### src/rtl/booth_pkg.sv
// Shared types and default widths for the Booth product accumulator datapath.
package booth_pkg;

  typedef enum logic [1:0] {
    IDLE  = 2'd0,
    ACCUM = 2'd1,
    HOLD  = 2'd2
  } state_e;

  localparam int PROD_W = 8;
  localparam int ACC_W  = 10;
  localparam int CNT_W  = 4;

  localparam logic [ACC_W-1:0] ACC_MAX = {1'b0, {(ACC_W-1){1'b1}}};
  localparam logic [ACC_W-1:0] ACC_MIN = {1'b1, {(ACC_W-1){1'b0}}};

endpackage

### src/rtl/sat_adder.sv
// Combinational signed saturating add of a sign-extended product into an accumulator.
module sat_adder #(
  parameter int ACC_W  = booth_pkg::ACC_W,
  parameter int PROD_W = booth_pkg::PROD_W
) (
  input  logic [ACC_W-1:0]  acc,
  input  logic [PROD_W-1:0] prod,
  output logic [ACC_W-1:0]  sum,
  output logic              ovf
);

  logic [ACC_W:0] acc_ext;
  logic [ACC_W:0] prod_ext;
  logic [ACC_W:0] wide;

  always_comb begin
    acc_ext  = {acc[ACC_W-1], acc};
    prod_ext = {{(ACC_W+1-PROD_W){prod[PROD_W-1]}}, prod};
    wide     = acc_ext + prod_ext;
    // One guard bit: a disagreement between the top two bits means the result left range.
    ovf      = wide[ACC_W] ^ wide[ACC_W-1];
    if (ovf) begin
      sum = wide[ACC_W] ? {1'b1, {(ACC_W-1){1'b0}}} : {1'b0, {(ACC_W-1){1'b1}}};
    end else begin
      sum = wide[ACC_W-1:0];
    end
  end

endmodule

### src/rtl/booth_product_accumulator.sv
// Accumulates a programmed number of signed Booth products into a saturating sum,
// presented on a valid/ready handshake.
module booth_product_accumulator #(
  parameter int PROD_W = booth_pkg::PROD_W,
  parameter int ACC_W  = booth_pkg::ACC_W,
  parameter int CNT_W  = booth_pkg::CNT_W
) (
  input  logic              clk,
  input  logic              rst_n,
  input  logic              start,
  input  logic [CNT_W-1:0]  len,
  input  logic              prod_valid,
  input  logic [PROD_W-1:0] prod,
  output logic              prod_ready,
  output logic              sum_valid,
  output logic [ACC_W-1:0]  sum,
  input  logic              sum_ready,
  output logic              overflow,
  output logic              busy
);

  import booth_pkg::*;

  state_e            state_q, state_d;
  logic [ACC_W-1:0]  acc_q, acc_d;
  logic [CNT_W-1:0]  remaining_q, remaining_d;
  logic              overflow_q, overflow_d;

  logic [ACC_W-1:0]  add_sum;
  logic              add_ovf;

  sat_adder #(
    .ACC_W  (ACC_W),
    .PROD_W (PROD_W)
  ) u_sat_adder (
    .acc  (acc_q),
    .prod (prod),
    .sum  (add_sum),
    .ovf  (add_ovf)
  );

  always_comb begin
    state_d     = state_q;
    acc_d       = acc_q;
    remaining_d = remaining_q;
    overflow_d  = overflow_q;
    unique case (state_q)
      IDLE: begin
        if (start) begin
          acc_d       = '0;
          overflow_d  = 1'b0;
          remaining_d = len;
          state_d     = (len == '0) ? HOLD : ACCUM;
        end
      end
      ACCUM: begin
        if (prod_valid) begin
          acc_d       = add_sum;
          overflow_d  = overflow_q | add_ovf;
          remaining_d = remaining_q - CNT_W'(1);
          if (remaining_q == CNT_W'(1)) begin
            state_d = HOLD;
          end
        end
      end
      HOLD: begin
        if (sum_ready) begin
          state_d = IDLE;
        end
      end
      default: state_d = IDLE;
    endcase
  end

  always_ff @(posedge clk or negedge rst_n) begin
    if (!rst_n) begin
      state_q     <= IDLE;
      acc_q       <= '0;
      remaining_q <= '0;
      overflow_q  <= 1'b0;
    end else begin
      state_q     <= state_d;
      acc_q       <= acc_d;
      remaining_q <= remaining_d;
      overflow_q  <= overflow_d;
    end
  end

  always_comb begin
    prod_ready = (state_q == ACCUM);
    sum_valid  = (state_q == HOLD);
    busy       = (state_q != IDLE);
    sum        = acc_q;
    overflow   = overflow_q;
  end

endmodule

### config.mk
export PLATFORM = sky130hd
export DESIGN_NAME = booth_product_accumulator
export DESIGN_NICKNAME = d
export VERILOG_FILES = /design/src/rtl/booth_pkg.sv /design/src/rtl/sat_adder.sv /design/src/rtl/booth_product_accumulator.sv
export SDC_FILE = /design/constraint.sdc
export NUM_CORES = 1
export LEC_CHECK = 0
export CORE_MARGIN = 2
export CORE_UTILIZATION = 56
export CTS_BUF_LIST = sky130_fd_sc_hd__clkbuf_8 sky130_fd_sc_hd__clkbuf_16
export DETAILED_ROUTE_END_ITERATION = 10
export GPL_ROUTABILITY_DRIVEN = 0
export HOLD_SLACK_MARGIN = 0.08
export PLACE_DENSITY = 0.94
export RECOVER_POWER = 100
export SYNTH_ARGS = -nofsm -noshare
export SYNTH_HDL_FRONTEND = slang
export SYNTH_HIERARCHICAL = 1
export SYNTH_SLANG_ARGS = --single-unit
### constraint.sdc
create_clock -name clk -period 3.6 [get_ports clk]
set_clock_uncertainty 0.15 [all_clocks]
set_input_delay 0.54 -clock clk [delete_from_list [all_inputs] [get_ports clk]]
set_output_delay 0.54 -clock clk [all_outputs]
set_load 0.05 [all_outputs]
==> summary by stage <==
Global route
The overflow left after global routing is 0. The wire length of the first global-routing pass is 6630 um. The number of antenna violations at the first check in global routing came to 0. In the global route stage, overall resource usage came out at 0.254.

The maximum number of pins on one net before global-route repair is 20. The via count of the first global-routing pass is 1469.

Power
Of the total power, combinational logic draws 0.746. Summed over all cells, the static leakage comes to 0.860 nW. Of the total power, the share spent switching nets is 0.530. The power spent charging and discharging nets is 1.06 mW. The power density of the placed cells is 1030 nW/um^2. VDD sags by at most 0.713 mV. Internal power comes to 0.942 mW. Of the total power, the clock network draws 0.069.

The sequential group share of total power is 0.185.

Timing
Setup violations remaining at the end of the flow were counted as 0. Setup total negative slack on the finished layout was measured at 0 ps. Subtracting the final worst setup slack from the clock period gives 3250 ps. The number of max-slew violations in the final report is 0. Setup repair after global routing left no endpoint under its margin.

For this run, the top clock speed supported by timing is 0.308 GHz. The max-slew headroom at the worst pin is 0.254. The number of endpoints with negative hold slack in the final report was 0. The actual slew at the worst max-slew pin is 1120 ps.

The period utilization is 0.903.

Clock network
Clock latency on the worst-skew pair, taken at its later pin, is 250 ps. The number of H-tree levels is 1. Clock tree synthesis found a total of 17 sinks. The number of instances resized during post-cts repair is 0. The hold buffer count at cts is 0. After clock tree synthesis, the clock-pin slew on the worst setup and hold paths is 60 ps. After clock tree synthesis, the setup repair step added 0 buffers. In this run the deepest clock path goes through 2 buffers. The clock tree from TritonCTS is done. CTS placed an instance of sky130_fd_sc_hd__clkbuf_8 at the clock tree root.

The number of buffers added by the clock tree synthesis step is 3.

Finish
After the flow finishes, the layout carries non-filler instances totaling 235. The combined area of the multi-input logic cells is 1080 um^2. The post-synthesis to final-layout area growth is 18.3%.

The number of antenna cells inserted is 0. Of the cells placed in the final design, the portion with a size suffix greater than 1 is 0.123. The final layout contains 235 nets.

After filler insertion, the fill cell instance count of the layout stands at 216. The area occupied by registers is 425 um^2.

Flow run
Max-cap violations in this run came to 0.

Worst setup path
The cell count of the worst reg-to-reg path is 10. In this run the critical register-to-register path is launched from sum[0]$_DFFE_PN0P_. The maximum fanout count along the critical path is 9. The internal reg-to-reg setup slack is 710 ps. The kind of critical path is input port to register.

STA puts the critical path data required time at 3640 ps. The endpoint identified for the worst register-to-register timing path is sum[0]$_DFFE_PN0P_. The largest single stage delay on the critical path is 460 ps.

Walking the worst path, the cells encountered are clkdlybuf4s50_1 -> ha_1 -> inv_1 -> fa_1 -> nor2b_2 -> o2111ai_1 -> a31oi_1 -> o21ai_2 -> a211o_1 -> o21ai_0 -> a22o_1. Data arrives at the worst endpoint at 3290 ps. STA classifies the critical path endpoint as a register. The beginning of the critical path is prod[0].

The startpoint type of the worst setup path is an input port. The slowest stage of the critical path belongs to the cell sky130_fd_sc_hd__clkdlybuf4s50_1.

Yosys
The number of instances in the synthesized netlist is 176. The share of the Yosys chip area taken by registers is 0.259. The synthesized area per cell is 9.35 um^2. The most repeated cell in the gate-level netlist after synthesis is sky130_fd_sc_hd__dfrtp_1. The proportion of netlist area held by the largest area contributor is 0.259. Counting flops and latches in the post-synthesis netlist gives 17. The cell area that synthesis handed to floorplanning was 1650 um^2. The Yosys step of the flow raised 6 warnings. The most used flip-flop cell after synthesis is sky130_fd_sc_hd__dfrtp_1.

The netlist uses 53 different library cells. Counting flops with a built-in enable in the synthesized netlist gives 0. The share of async-settable or async-resettable flops after synthesis is 1.00.

Ranked by total cell area, the synthesized netlist is headed by sky130_fd_sc_hd__dfrtp_1 (26%), sky130_fd_sc_hd__ha_1 (9.1%), sky130_fd_sc_hd__a22o_1 (5.3%). Ranked by instance count, the synthesized netlist is headed by sky130_fd_sc_hd__dfrtp_1 (17), sky130_fd_sc_hd__a21oi_1 (15), sky130_fd_sc_hd__nor2_1 (13), sky130_fd_sc_hd__ha_1 (12), sky130_fd_sc_hd__inv_1 (12). sky130_fd_sc_hd__dfrtp_1 takes more of the synthesized area than any other cell. Counting every net in the synthesized netlist gives 206.

Status
The run finished with clean final reports.

Floorplan
The area inside the core boundary is 2780 um^2. The starting utilization of the core area is 0.592. The area of the die is 3390 um^2. The die is 58.2 um tall. From left edge to right edge, the die measures 58.2 um. The floorplan has 19 rows.

The top-level I/O count is 31.

Hold path
For hold timing, the worst endpoint is remaining_q[1]$_DFFE_PN0P_. The critical hold path startpoint is remaining_q[1]$_DFFE_PN0P_. The worst hold path belongs to the class register to register. The worst hold path was traced through 2 stages.

Drt
In this run, the number of DRC markers left after iteration 0 of detailed routing was 82. The total iterations of the first detailed-routing run is 4. The detail route stage leaves a number of antenna-violating nets equal to 0.

After detailed routing, the number of remaining DRC violations is 0. The total wire length is 3980 um. In the routed layout, each cell is associated on average with a via count of 6.43.

After detailed routing, the average wire length per cell comes to 16.9 um. The number of vias in the routed layout is 1512.

Placement
The placed wire-length estimate is 3030 um. The post-placement cell count is 231. Port buffering added 30 buffers.
final cells by class:
type                            instances  area share
Clock buffer                            3      0.0212
Clock inverter                          1     0.00193
Sequential cell                        17       0.219
Timing Repair Buffer                   31       0.158
Multi-Input combinational cell        140       0.557
Inverter                               12      0.0231
Tap cell                               31      0.0199
critical path, delay by kind of cell:
kind	cells	cell delay [ps]
AOI/OAI and AO/OA	6	1400
adders and majority gates	2	640
buffers and inverters	2	540
and+or+nand+nor	1	180
worst max-delay path by stage:
stage / endpoint / slack, ps
after CTS: sum[5]$_DFFE_PN0P_ / 560
after global routing: sum[2]$_DFFE_PN0P_ / 190
after floorplan: sum[5]$_DFFE_PN0P_ / 790
after global placement: sum[2]$_DFFE_PN0P_ / 390
final: sum[0]$_DFFE_PN0P_ / 350
after detailed placement: sum[5]$_DFFE_PN0P_ / 290
routing by layer:
metal	wire length, um	share of wire	global-route usage
met5	0	0	0
met4	86	0.022	0.0997
met3	248	0.062	0.0647
met2	1970	0.50	0.422
met1	1670	0.42	0.314
power groups by stage:
| stage | sequential (mW) | clock [mW] | combinational (mW) |
|---|---|---|---|
| floorplan | 0.519 | 0 | 1.05 |
| global placement | 0.368 | 0 | 1.46 |
| detailed placement | 0.375 | 0 | 1.52 |
| CTS | 0.373 | 0.141 | 1.53 |
| global route | 0.382 | 0.151 | 1.61 |
| finish | 0.371 | 0.139 | 1.49 |
layout by cell type, fill, tap and decap left out, types with 2 or more instances in the layout:
cell,instances
sky130_fd_sc_hd__clkdlybuf4s50_1,14
sky130_fd_sc_hd__or3_1,2
sky130_fd_sc_hd__a31oi_1,6
sky130_fd_sc_hd__o211a_1,2
sky130_fd_sc_hd__o21ai_2,2
sky130_fd_sc_hd__mux2i_1,3
sky130_fd_sc_hd__nand2b_1,3
sky130_fd_sc_hd__nand2_1,7
sky130_fd_sc_hd__o211ai_1,2
sky130_fd_sc_hd__nor4_1,2
sky130_fd_sc_hd__ha_1,12
sky130_fd_sc_hd__o21ai_1,4
sky130_fd_sc_hd__or2_2,3
sky130_fd_sc_hd__o21ai_0,8
sky130_fd_sc_hd__inv_1,13
sky130_fd_sc_hd__a211oi_1,5
sky130_fd_sc_hd__a21o_1,3
sky130_fd_sc_hd__a31o_2,2
sky130_fd_sc_hd__dfrtp_1,17
sky130_fd_sc_hd__clkbuf_8,3
sky130_fd_sc_hd__xnor2_1,4
sky130_fd_sc_hd__nor2_1,14
sky130_fd_sc_hd__a22o_1,10
sky130_fd_sc_hd__nor4b_1,2
sky130_fd_sc_hd__nor3b_1,2
sky130_fd_sc_hd__a21oi_1,15
sky130_fd_sc_hd__dlygate4sd3_1,16
sky130_fd_sc_hd__a21oi_2,2
sky130_fd_sc_hd__a211o_1,2
registers in the layout (all words and copies together) (netlist names):
name	cells
state_q	2
sum	10
overflow	1
remaining_q	4
metrics by stage:
stage / util / hold WS [ps] / area (um^2) / power (mW) / setup slack (ps)
finish: 0.700 / 373 / 1950 / 2.00 / 350
global route: 0.700 / 395 / 1950 / 2.15 / 189
detailed placement: 0.698 / 357 / 1940 / 1.90 / 287
CTS: 0.714 / 371 / 1990 / 2.05 / 564
global placement: 0.698 / 349 / 1940 / 1.83 / 389
floorplan: - / 94.4 / 1650 / 1.57 / 792
cell families after synthesis:
logic type	after synthesis	synth area share
AO/OA/AOI/OAI	74	0.360
adder cells (fa/ha/maj)	14	0.110
flip-flops	17	0.259
XOR/XNOR	6	0.0365
buffers and inverters	19	0.0578
multiplexers	3	0.0183
AND/OR/NAND/NOR	43	0.158
Note: power is estimated with default switching activity, not from simulation.
